$ cat src/rtl/dot_scan_sequencer_if.sv
// rtl/dot_scan_sequencer_if.sv - host/driver bundle for the dot scan sequencer (loop signal with DOT_SEQ_LOOP_EN)
interface dot_scan_sequencer_if #(
    parameter int ADDR_W  = 6,
    parameter int WSEL_W  = 3,
    parameter int WORD_W  = 16,
    parameter int DWELL_W = 8
);
    logic               wr_en;
    logic [1:0]         wr_target;
    logic [ADDR_W-1:0]  wr_addr;
    logic [WSEL_W-1:0]  wr_word_sel;
    logic [WORD_W-1:0]  wr_data;
    logic               start;
    logic               stop;
    logic               scan_order;
    logic               map_by_col;
    logic [DWELL_W-1:0] dwell;
`ifdef DOT_SEQ_LOOP_EN
    logic               loop;
`endif
    logic               busy;
    logic               done;
    logic [ADDR_W-1:0]  cur_row;
    logic [ADDR_W-1:0]  cur_col;
    logic               fire_valid;
    logic               firing_bit;
    logic               firing_data;

    modport master (
`ifdef DOT_SEQ_LOOP_EN
        output loop,
`endif
        output wr_en, wr_target, wr_addr, wr_word_sel, wr_data,
        output start, stop, scan_order, map_by_col, dwell,
        input  busy, done, cur_row, cur_col, fire_valid, firing_bit, firing_data
    );

    modport slave (
`ifdef DOT_SEQ_LOOP_EN
        input  loop,
`endif
        input  wr_en, wr_target, wr_addr, wr_word_sel, wr_data,
        input  start, stop, scan_order, map_by_col, dwell,
        output busy, done, cur_row, cur_col, fire_valid, firing_bit, firing_data
    );
endinterface

$ cat src/rtl/dot_scan_sequencer.sv
// rtl/dot_scan_sequencer.sv - firing matrix + dot pattern store with autonomous scan engine
// Optional repeat-scan mode enabled by defining DOT_SEQ_LOOP_EN.
module dot_scan_sequencer #(
    parameter int ROWS    = 48,
    parameter int COLS    = 48,
    parameter int PAT_LEN = 48,
    parameter int WORD_W  = 16,
    parameter int ADDR_W  = 6,
    parameter int WSEL_W  = 3,
    parameter int DWELL_W = 8
) (
    input  logic                  clock,
    input  logic                  reset,
    dot_scan_sequencer_if.slave   bus
);
    localparam int MAP_N     = (ROWS > COLS) ? ROWS : COLS;
    localparam int COL_WORDS = COLS / WORD_W;
    localparam int PAT_WORDS = PAT_LEN / WORD_W;

    localparam logic [ADDR_W-1:0] LAST_ROW  = ADDR_W'(ROWS - 1);
    localparam logic [ADDR_W-1:0] LAST_COL  = ADDR_W'(COLS - 1);
    localparam logic [ADDR_W:0]   ROW_LIM   = (ADDR_W+1)'(ROWS);
    localparam logic [ADDR_W:0]   MAP_LIM   = (ADDR_W+1)'(MAP_N);
    localparam logic [ADDR_W:0]   PAT_LIM   = (ADDR_W+1)'(PAT_LEN);
    localparam logic [WSEL_W:0]   CW_LIM    = (WSEL_W+1)'(COL_WORDS);
    localparam logic [WSEL_W:0]   PW_LIM    = (WSEL_W+1)'(PAT_WORDS);

    typedef enum logic [1:0] {IDLE = 2'd0, RUN = 2'd1, DONE = 2'd2} state_t;

    logic [COLS-1:0]    matrix  [ROWS];
    logic [PAT_LEN-1:0] pattern;
    logic [ADDR_W-1:0]  sel_map [MAP_N];

    state_t             state, state_nx;
    logic [ADDR_W-1:0]  row_q, col_q, row_nx, col_nx;
    logic [DWELL_W-1:0] cnt_q, cnt_nx, dwell_q;
    logic               order_q, by_col_q, loop_q;
    logic               latch_cfg;
    logic               last_pos;

    logic               fire_valid_q, firing_bit_q, firing_data_q;
    logic [ADDR_W-1:0]  map_idx, map_val;
    logic               pat_bit;
    logic               emit;

    // Storage has no reset; out-of-range rows, map slots and word selects are dropped.
    always_ff @(posedge clock) begin
        if (bus.wr_en) begin
            case (bus.wr_target)
                2'd0: if (({1'b0, bus.wr_addr} < ROW_LIM) && ({1'b0, bus.wr_word_sel} < CW_LIM))
                          matrix[bus.wr_addr][bus.wr_word_sel*WORD_W +: WORD_W] <= bus.wr_data;
                2'd1: if ({1'b0, bus.wr_word_sel} < PW_LIM)
                          pattern[bus.wr_word_sel*WORD_W +: WORD_W] <= bus.wr_data;
                2'd2: if ({1'b0, bus.wr_addr} < MAP_LIM)
                          sel_map[bus.wr_addr] <= bus.wr_data[ADDR_W-1:0];
                default: ;
            endcase
        end
    end

    always_ff @(posedge clock) begin
        if (reset) begin
            state    <= IDLE;
            row_q    <= '0;
            col_q    <= '0;
            cnt_q    <= '0;
            dwell_q  <= '0;
            order_q  <= 1'b0;
            by_col_q <= 1'b0;
        end else begin
            state <= state_nx;
            row_q <= row_nx;
            col_q <= col_nx;
            cnt_q <= cnt_nx;
            if (latch_cfg) begin
                dwell_q  <= bus.dwell;
                order_q  <= bus.scan_order;
                by_col_q <= bus.map_by_col;
            end
        end
    end

`ifdef DOT_SEQ_LOOP_EN
    always_ff @(posedge clock) begin
        if (reset)          loop_q <= 1'b0;
        else if (latch_cfg) loop_q <= bus.loop;
    end
`else
    assign loop_q = 1'b0;
`endif

    assign last_pos = (row_q == LAST_ROW) && (col_q == LAST_COL);

    always_comb begin
        state_nx  = state;
        row_nx    = row_q;
        col_nx    = col_q;
        cnt_nx    = cnt_q;
        latch_cfg = 1'b0;
        unique case (state)
            IDLE: begin
                if (bus.start) begin
                    state_nx  = RUN;
                    row_nx    = '0;
                    col_nx    = '0;
                    cnt_nx    = '0;
                    latch_cfg = 1'b1;
                end
            end
            RUN: begin
                if (cnt_q == dwell_q) begin
                    cnt_nx = '0;
                    if (last_pos) begin
                        if (loop_q) begin
                            row_nx = '0;
                            col_nx = '0;
                        end else begin
                            state_nx = DONE;
                        end
                    end else if (!order_q) begin
                        if (col_q == LAST_COL) begin
                            col_nx = '0;
                            row_nx = row_q + ADDR_W'(1);
                        end else begin
                            col_nx = col_q + ADDR_W'(1);
                        end
                    end else begin
                        if (row_q == LAST_ROW) begin
                            row_nx = '0;
                            col_nx = col_q + ADDR_W'(1);
                        end else begin
                            row_nx = row_q + ADDR_W'(1);
                        end
                    end
                end else begin
                    cnt_nx = cnt_q + DWELL_W'(1);
                end
            end
            DONE:    state_nx = IDLE;
            default: state_nx = IDLE;
        endcase
        // Abort freezes the position so the host can see where the scan stopped.
        if (bus.stop) begin
            state_nx  = IDLE;
            row_nx    = row_q;
            col_nx    = col_q;
            cnt_nx    = cnt_q;
            latch_cfg = 1'b0;
        end
    end

    always_comb begin
        map_idx = by_col_q ? col_q : row_q;
        map_val = sel_map[map_idx];
        pat_bit = 1'b0;
        if ({1'b0, map_val} < PAT_LIM) pat_bit = pattern[map_val];
    end

    assign emit = (state == RUN) && !bus.stop;

    always_ff @(posedge clock) begin
        if (reset) begin
            fire_valid_q  <= 1'b0;
            firing_bit_q  <= 1'b0;
            firing_data_q <= 1'b0;
        end else begin
            fire_valid_q  <= emit;
            firing_bit_q  <= emit ? matrix[row_q][col_q] : 1'b0;
            firing_data_q <= emit ? pat_bit : 1'b0;
        end
    end

    assign bus.busy        = (state == RUN);
    assign bus.done        = (state == DONE);
    assign bus.cur_row     = row_q;
    assign bus.cur_col     = col_q;
    assign bus.fire_valid  = fire_valid_q;
    assign bus.firing_bit  = firing_bit_q;
    assign bus.firing_data = firing_data_q;
endmodule

$ cat src/flat_wrapper.sv
// flat-port wrapper written by rule: the top's interface ports become plain ports
module dot_scan_sequencer_flat 
#(
    parameter int ROWS    = 48,
    parameter int COLS    = 48,
    parameter int PAT_LEN = 48,
    parameter int WORD_W  = 16,
    parameter int ADDR_W  = 6,
    parameter int WSEL_W  = 3,
    parameter int DWELL_W = 8
)
  (clock, reset, bus_wr_en, bus_wr_target, bus_wr_addr, bus_wr_word_sel, bus_wr_data, bus_start, bus_stop, bus_scan_order, bus_map_by_col, bus_dwell, bus_busy, bus_done, bus_cur_row, bus_cur_col, bus_fire_valid, bus_firing_bit, bus_firing_data);
  dot_scan_sequencer_if #(.ADDR_W(ADDR_W), .WSEL_W(WSEL_W), .WORD_W(WORD_W), .DWELL_W(DWELL_W)) bus_i ();
  input  logic clock;
  input  logic reset;
  input wire logic [$bits(bus_i.wr_en)-1:0] bus_wr_en;
  input wire logic [$bits(bus_i.wr_target)-1:0] bus_wr_target;
  input wire logic [$bits(bus_i.wr_addr)-1:0] bus_wr_addr;
  input wire logic [$bits(bus_i.wr_word_sel)-1:0] bus_wr_word_sel;
  input wire logic [$bits(bus_i.wr_data)-1:0] bus_wr_data;
  input wire logic [$bits(bus_i.start)-1:0] bus_start;
  input wire logic [$bits(bus_i.stop)-1:0] bus_stop;
  input wire logic [$bits(bus_i.scan_order)-1:0] bus_scan_order;
  input wire logic [$bits(bus_i.map_by_col)-1:0] bus_map_by_col;
  input wire logic [$bits(bus_i.dwell)-1:0] bus_dwell;
  output wire logic [$bits(bus_i.busy)-1:0] bus_busy;
  output wire logic [$bits(bus_i.done)-1:0] bus_done;
  output wire logic [$bits(bus_i.cur_row)-1:0] bus_cur_row;
  output wire logic [$bits(bus_i.cur_col)-1:0] bus_cur_col;
  output wire logic [$bits(bus_i.fire_valid)-1:0] bus_fire_valid;
  output wire logic [$bits(bus_i.firing_bit)-1:0] bus_firing_bit;
  output wire logic [$bits(bus_i.firing_data)-1:0] bus_firing_data;
  assign bus_i.wr_en = bus_wr_en;
  assign bus_i.wr_target = bus_wr_target;
  assign bus_i.wr_addr = bus_wr_addr;
  assign bus_i.wr_word_sel = bus_wr_word_sel;
  assign bus_i.wr_data = bus_wr_data;
  assign bus_i.start = bus_start;
  assign bus_i.stop = bus_stop;
  assign bus_i.scan_order = bus_scan_order;
  assign bus_i.map_by_col = bus_map_by_col;
  assign bus_i.dwell = bus_dwell;
  assign bus_busy = bus_i.busy;
  assign bus_done = bus_i.done;
  assign bus_cur_row = bus_i.cur_row;
  assign bus_cur_col = bus_i.cur_col;
  assign bus_fire_valid = bus_i.fire_valid;
  assign bus_firing_bit = bus_i.firing_bit;
  assign bus_firing_data = bus_i.firing_data;
  dot_scan_sequencer #(.ROWS(ROWS), .COLS(COLS), .PAT_LEN(PAT_LEN), .WORD_W(WORD_W), .ADDR_W(ADDR_W), .WSEL_W(WSEL_W), .DWELL_W(DWELL_W)) u_core (.clock(clock), .reset(reset), .bus(bus_i));
endmodule
$ cat config.mk
export PLATFORM = sky130hd
export DESIGN_NAME = dot_scan_sequencer_flat
export DESIGN_NICKNAME = d
export VERILOG_FILES = /design/src/rtl/dot_scan_sequencer_if.sv /design/src/rtl/dot_scan_sequencer.sv /design/src/flat_wrapper.sv
export SDC_FILE = /design/constraint.sdc
export NUM_CORES = 2
export LEC_CHECK = 0
export CAP_MARGIN = 20
export CORE_MARGIN = 10
export CORE_UTILIZATION = 55
export DETAILED_ROUTE_END_ITERATION = 10
export PLACE_DENSITY = 0.71
export SYNTH_ARGS = -nofsm -noshare
export SYNTH_HDL_FRONTEND = slang
export SYNTH_SLANG_ARGS = --single-unit
$ cat constraint.sdc
create_clock -name clock -period 10.5 [get_ports clock]
set_input_delay 2.1 -clock clock [delete_from_list [all_inputs] [get_ports clock]]
set_output_delay 2.1 -clock clock [all_outputs]
set_load 0.1 [all_outputs]
# [Yosys cells after proc, flatten, opt, wreduce, memory -nomap -nowiden]
# Memory sizes are Yosys's and may differ from the RTL's. A register that Yosys moved wholly into a read port is not among the register bits.
# Index checks and enable logic that the tools add are counted.
# W data, S select, Z words.
[word_totals] memories=2 out_inout_bits=17 mem_bits_rw=2592 wordCells=94 ff_bits=83
[op_classes] n_reduce_logical=15 n_eq_ne=13 n_lt_le_gt_ge=5 bitwise_logic=3 n_mux=39 shifts=2 n_addsub=4
[memory_table] name="u_core.matrix" depth=48 word_bits=48 read_ports=1 rd_clocked_by_memory_dff=1 wr=1 line_no="dot_scan_sequencer.sv:30" rtl="logic [COLS-1:0] matrix [ROWS];"
[memory_table] name="u_core.sel_map" depth=48 word_bits=6 read_ports=1 rd_clocked_by_memory_dff=0 wr=1 line_no="dot_scan_sequencer.sv:32" rtl="logic [ADDR_W-1:0] sel_map [MAP_N];"
[op_table] cell="$mux W6" count=14
[op_table] cell="$bwmux W48" count=1
[op_table] cell="$mux W48" count=1
[op_table] cell="$shift A16 B34 Y48 const A" count=1
[op_table] cell="$shiftx A16 B34 Y48" count=1
[op_table] cell="$neg A7 Y34" count=1
[op_table] cell="$pmux W6 S2" count=2
[op_table] cell="$mux W8" count=2
[op_table] cell="$pmux W8 S2" count=1
[op_table] cell="$lt A6 B7 Y1 const B" count=2
[op_table] cell="$add A6 B1 Y6 const B" count=2
[op_table] cell="$bmux W1 S6" count=2
[op_table] cell="$eq A6 B6 Y1 const B" count=2
[op_table] cell="$lt A6 B6 Y1 const B" count=2
[op_table] cell="$mux W1" count=12
[op_table] cell="$reduce_and A6 Y1" count=2
[op_table] cell="$reduce_and A3 Y1" count=3
[op_table] cell="$add A8 B1 Y8 const B" count=1
[op_table] cell="$eq A8 B8 Y1" count=1
[op_table] cell="$mux W2" count=3
[op_table] cell="$eq A2 B1 Y1 const B" count=2
[op_table] cell="$eq A2 B2 Y1 const B" count=2
[op_table] cell="$logic_not A2 Y1" count=2
[op_table] cell="$ne A2 B1 Y1 const B" count=2
[op_table] cell="other kinds (11)" count=17

# [Logic depth before layout (Yosys ltp)]
[depth] word_depth=8 depth_mapped=16 mapped_depth_nobuf=11

# [Worst setup path before layout]
# No wires, ideal clock.
[synth_path] path_kind="input to register" start="input port bus_wr_word_sel[0]" end="memory u_core.matrix[10][0], enable pin" slack_ns=5.434 path_buffers=2 t_arrival_ns=4.678 t_required_ns=10.112 setup_time_ns=0.388 cell_stages=8 path_cell_list="inv_1 > ha_1 > ha_1 > nor4b_1 > nand4_1 > clkbuf_1 > buf_1 > nor2_1"
[synth_between] elab_chain_len=6 word_cells_on_any_way=8
[synth_lines] item="start: declaration" line_no="flat_wrapper.sv:19" rtl="input wire logic [$bits(bus_i.wr_word_sel)-1:0] bus_wr_word_sel;"
[synth_lines] item="branches (longest 5 deep; another with $neg A7 Y34)"
[synth_lines] item="$mux W48 (not written as such) *" line_no="dot_scan_sequencer.sv:51" rtl="matrix[bus.wr_addr][bus.wr_word_sel*WORD_W +: WORD_W] <= bus.wr_data;"
[synth_lines] item="end: declaration" line_no="dot_scan_sequencer.sv:30"
# Every way passes the cells marked *.

# [Worst setup path in the final report]
[layout_path] start="input port bus_wr_word_sel[0]" end="memory u_core.matrix[10][42], enable pin"
# Same word-level chain as after synthesis.

==> metrics.txt <==
GPL Wtd Cong=0.870; cts hold-fix bufs=0; final setup margin=5350 ps; Hold EP=u_core.dwell_q[6]$_SDFFE_PP0P_; worst slew pin tran=1290 ps; DP Wirelength=159,000 um; hold path start=u_core.dwell_q[6]$_SDFFE_PP0P_; Core Box Area=0.188 sq mm; CP dominant cell by count=buf_4; design area=0.116 sq mm; max incr delay on CP=820 ps; Gate power share=3.2%; Antenna Nets Post-Route=0; post-CTS resize count=0; clk slew on worst S/H paths=60 ps; post-synthesis sequential area ratio=76.8%; period utilisation layout=49.0%; routed wire length=265,000 um; drc violations=0; filler cell count=12,400; worst rel slew slack=14.1%; synth top area cells=edfxtp_1 (76%), mux4_2 (17%), nor2_1 (0.91%), dfxtp_1 (0.79%), mux2i_1 (0.75%); critical path, cell by cell=clkdlybuf4s50_1, inv_1, ha_1, ha_1, nand2_1, nor3_2, buf_4, nand4b_1, buf_4, nor2_1, buf_4; Int Power=17.3 mW; slowest CP cell=nor2_1; vias in the first global route=49,900; cell area after synthesis=0.104 sq mm; Main synth FF type=edfxtp_1; FF-to-FF path depth=10; Area growth syn-to-layout=11.7%; initial antenna violation count=14; EDFF count, synth=2,640; crit path capture type=flop; Syn Nets=4,698; # rows=159; first-pass GRT wire length=377,000 um; crit path kind=in2reg; crit path time final=5150 ps; root buffer cell=clkbuf_16; CP Launch Type=input pin; fmax=194 MHz; Critical Path AT=5750 ps; max-slew violation count=0; gr ovfl total=0; vias=50,500; Pwr Density=185 mW/mm^2; Clock Sinks=2,681; Worst path top cell family by delay=buffers and inverters; CTS Buffer Depth=4; DP Cell Count=7,068; Syn Inst Count=4,651; critical path required time=11,100 ps; Final Non-Filler Cells=7,545; Worst VDD drop=0.000183 V; #FFs+latches synth=2,681; Yosys warnings=0; IO Pins=59; DR iter-0 viols=7,346; largest net degree at the start of global routing=128; setup bufs post-CTS=0; Total GRT Usage=25.2%; post-synth top area share=76.0%; Async SR Flop Fraction=0%; share of post-route cells with drive strength above 1=28.8%; latest clock arrival within the worst-skew pair=910 ps; CP Max Fanout=48; final hold viol count=0; Clock power frac=42.6%; RSZ-0062 raised after global routing=no; Die Ht=455 um; Sw Share=20.1%; setup slack, reg-to-reg=5450 ps; CTS Buf Count=278; Max Cap Violations=0; die area=0.207 sq mm; register share of total power=54.2%; Hold Crit Class=reg2reg; run status=finished clean; setup violators final=0; Wirelength per Cell=35.1 um; initial core utilization=55.4%; pre-CTS setup slack=4540 ps; Nets=4,909; Hold Path Depth=2; # H-tree levels=5; P_sw=4.34 mW; Post-Place Cell Area=0.108 sq mm; TritonCTS clock tree=done; Setup Skew=34.3 ps; number of vias per cell=6.69; Pre-Repair DR Iteration Count=10; area leader, netlist=edfxtp_1; Netlist cell types=66; setup TNS=0 ps; worst reg2reg endpoint=u_core.bus.firing_bit$_SDFF_PP0_; die width=455 um; post-synthesis average cell area=22.4 sq um; Lkg Pwr=28.8 nW; Critical path buffers and inverters=5; PortBufs=58
-- cell usage in the layout (no fill, tap or decap), types with 9 or more instances in the layout --
| cell | Yosys | layout |
|---|---|---|
| nand2_1 | 192 | 192 |
| o21ai_0 | 30 | 30 |
| clkbuf_16 | 0 | 283 |
| and3_1 | 12 | 12 |
| inv_1 | 14 | 14 |
| edfxtp_1 | 2640 | 2640 |
| clkinv_2 | 0 | 36 |
| a211oi_1 | 22 | 22 |
| buf_4 | 47 | 110 |
| xor2_1 | 16 | 16 |
| clkbuf_1 | 84 | 62 |
| a21oi_1 | 58 | 58 |
| nor2_2 | 0 | 128 |
| o211ai_1 | 13 | 13 |
| nand3_1 | 39 | 37 |
| and2_1 | 52 | 37 |
| nor3b_1 | 10 | 9 |
| clkdlybuf4s50_1 | 0 | 52 |
| dfxtp_1 | 41 | 33 |
| mux4_2 | 778 | 778 |
| clkinv_1 | 1 | 49 |
| nor2_1 | 253 | 125 |
| mux2_2 | 19 | 20 |
| nor3_1 | 16 | 14 |
| buf_12 | 1 | 11 |
| bufinv_16 | 0 | 15 |
| mux2i_1 | 78 | 76 |
| and2_2 | 0 | 15 |
-- worst min-delay path, cell delays in order, from the launching register on --
cell     delay, ps
dfxtp_1        320
nand2_1         60
a21oi_1         60
-- sequential cells by signal, indices dropped and copies added (netlist names), named ones only --
name	count
u_core.pattern	48
u_core.bus.firing_data	1
u_core.cnt_q	8
u_core.bus.firing_bit	1
u_core.state	2
u_core.by_col_q	1
u_core.matrix	2304
u_core.bus.fire_valid	1
u_core.sel_map	288
u_core.dwell_q	8
u_core.bus.cur_row	6
u_core.bus.cur_col	6
u_core.order_q	1
-- cell type report --
cell class	count	area, sq um	share of cell area [%]
flip-flops and latches	2681	80100	68.8
multi-input cells	1697	23100	19.8
clock buffers	351	7400	6.35
well taps	2495	3120	2.68
repair buffers	189	1790	1.54
clock inverters	109	892	0.766
inverters	15	56.3	0.0483
diodes	8	20.0	0.0172
-- synthesized netlist by cell type, types with 24 or more instances --
| cell | instances |
|---|---|
| buf_4 | 47 |
| nand3_1 | 39 |
| mux4_2 | 778 |
| edfxtp_1 | 2640 |
| mux2i_1 | 78 |
| buf_2 | 69 |
| nand2_1 | 192 |
| buf_1 | 31 |
| and2_1 | 52 |
| clkbuf_1 | 84 |
| buf_6 | 24 |
| nor2_1 | 253 |
| dfxtp_1 | 41 |
| a21oi_1 | 58 |
| o21ai_0 | 30 |
-- power by group through the flow --
stage / Clock [mW] / Combinational [mW] / Sequential (mW)
6_report: 9.21 / 0.688 / 11.7
5_1_grt: 9.70 / 0.729 / 11.7
3_5_place_dp: 0 / 0.688 / 11.9
2_1_floorplan: 0 / 0.474 / 11.9
3_3_place_gp: 0 / 0.679 / 11.9
4_1_cts: 9.29 / 0.690 / 11.7
-- routing by layer --
layer / vias up / global-route usage, % / part of all wire (%)
li1: 19900 / - / -
met1: 26700 / 34.7 / 37
met2: 3229 / 38.9 / 47
met3: 637 / 5.97 / 11
met4: 4 / 11.2 / 5.1
met5: - / 0 / 0.0087
-- kinds of logic after synthesis --
| family | count (synthesis) | synth area share, % |
|---|---|---|
| compound gates | 179 | 1.11 |
| xor+xnor | 20 | 0.168 |
| fa+ha+maj | 5 | 0.0600 |
| buf+inv | 273 | 1.44 |
| flops | 2681 | 76.8 |
| mux | 879 | 17.8 |
| simple gates | 614 | 2.60 |
-- stage by stage --
step / power, mW / utilization [%] / hold WS, ps
2_1_floorplan: 12.4 / - / 448
3_3_place_gp: 12.6 / 57.3 / 465
3_5_place_dp: 12.6 / 57.4 / 466
4_1_cts: 21.7 / 61.8 / 490
5_1_grt: 22.1 / 61.9 / 507
6_report: 21.6 / 61.9 / 491
-- worst max-delay path by stage --
| stage | startpoint | endpoint | depth (start not counted) |
|---|---|---|---|
| finish | bus_wr_word_sel[0] | u_core.matrix[10][42]$_DFFE_PP_ | 11 |
| global route | flop | u_core.bus.firing_bit$_SDFF_PP0_ | 12 |
| CTS | u_core.state[1]$_SDFFE_PP0P_ | bus_busy | 3 |
| detailed placement | bus_wr_word_sel[0] | u_core.matrix[10][46]$_DFFE_PP_ | 11 |
| global placement | bus_wr_word_sel[0] | u_core.matrix[10][46]$_DFFE_PP_ | 11 |
| floorplan | bus_wr_word_sel[0] | u_core.matrix[10][0]$_DFFE_PP_ | 8 |
Note: power is estimated with default switching activity, not from simulation.
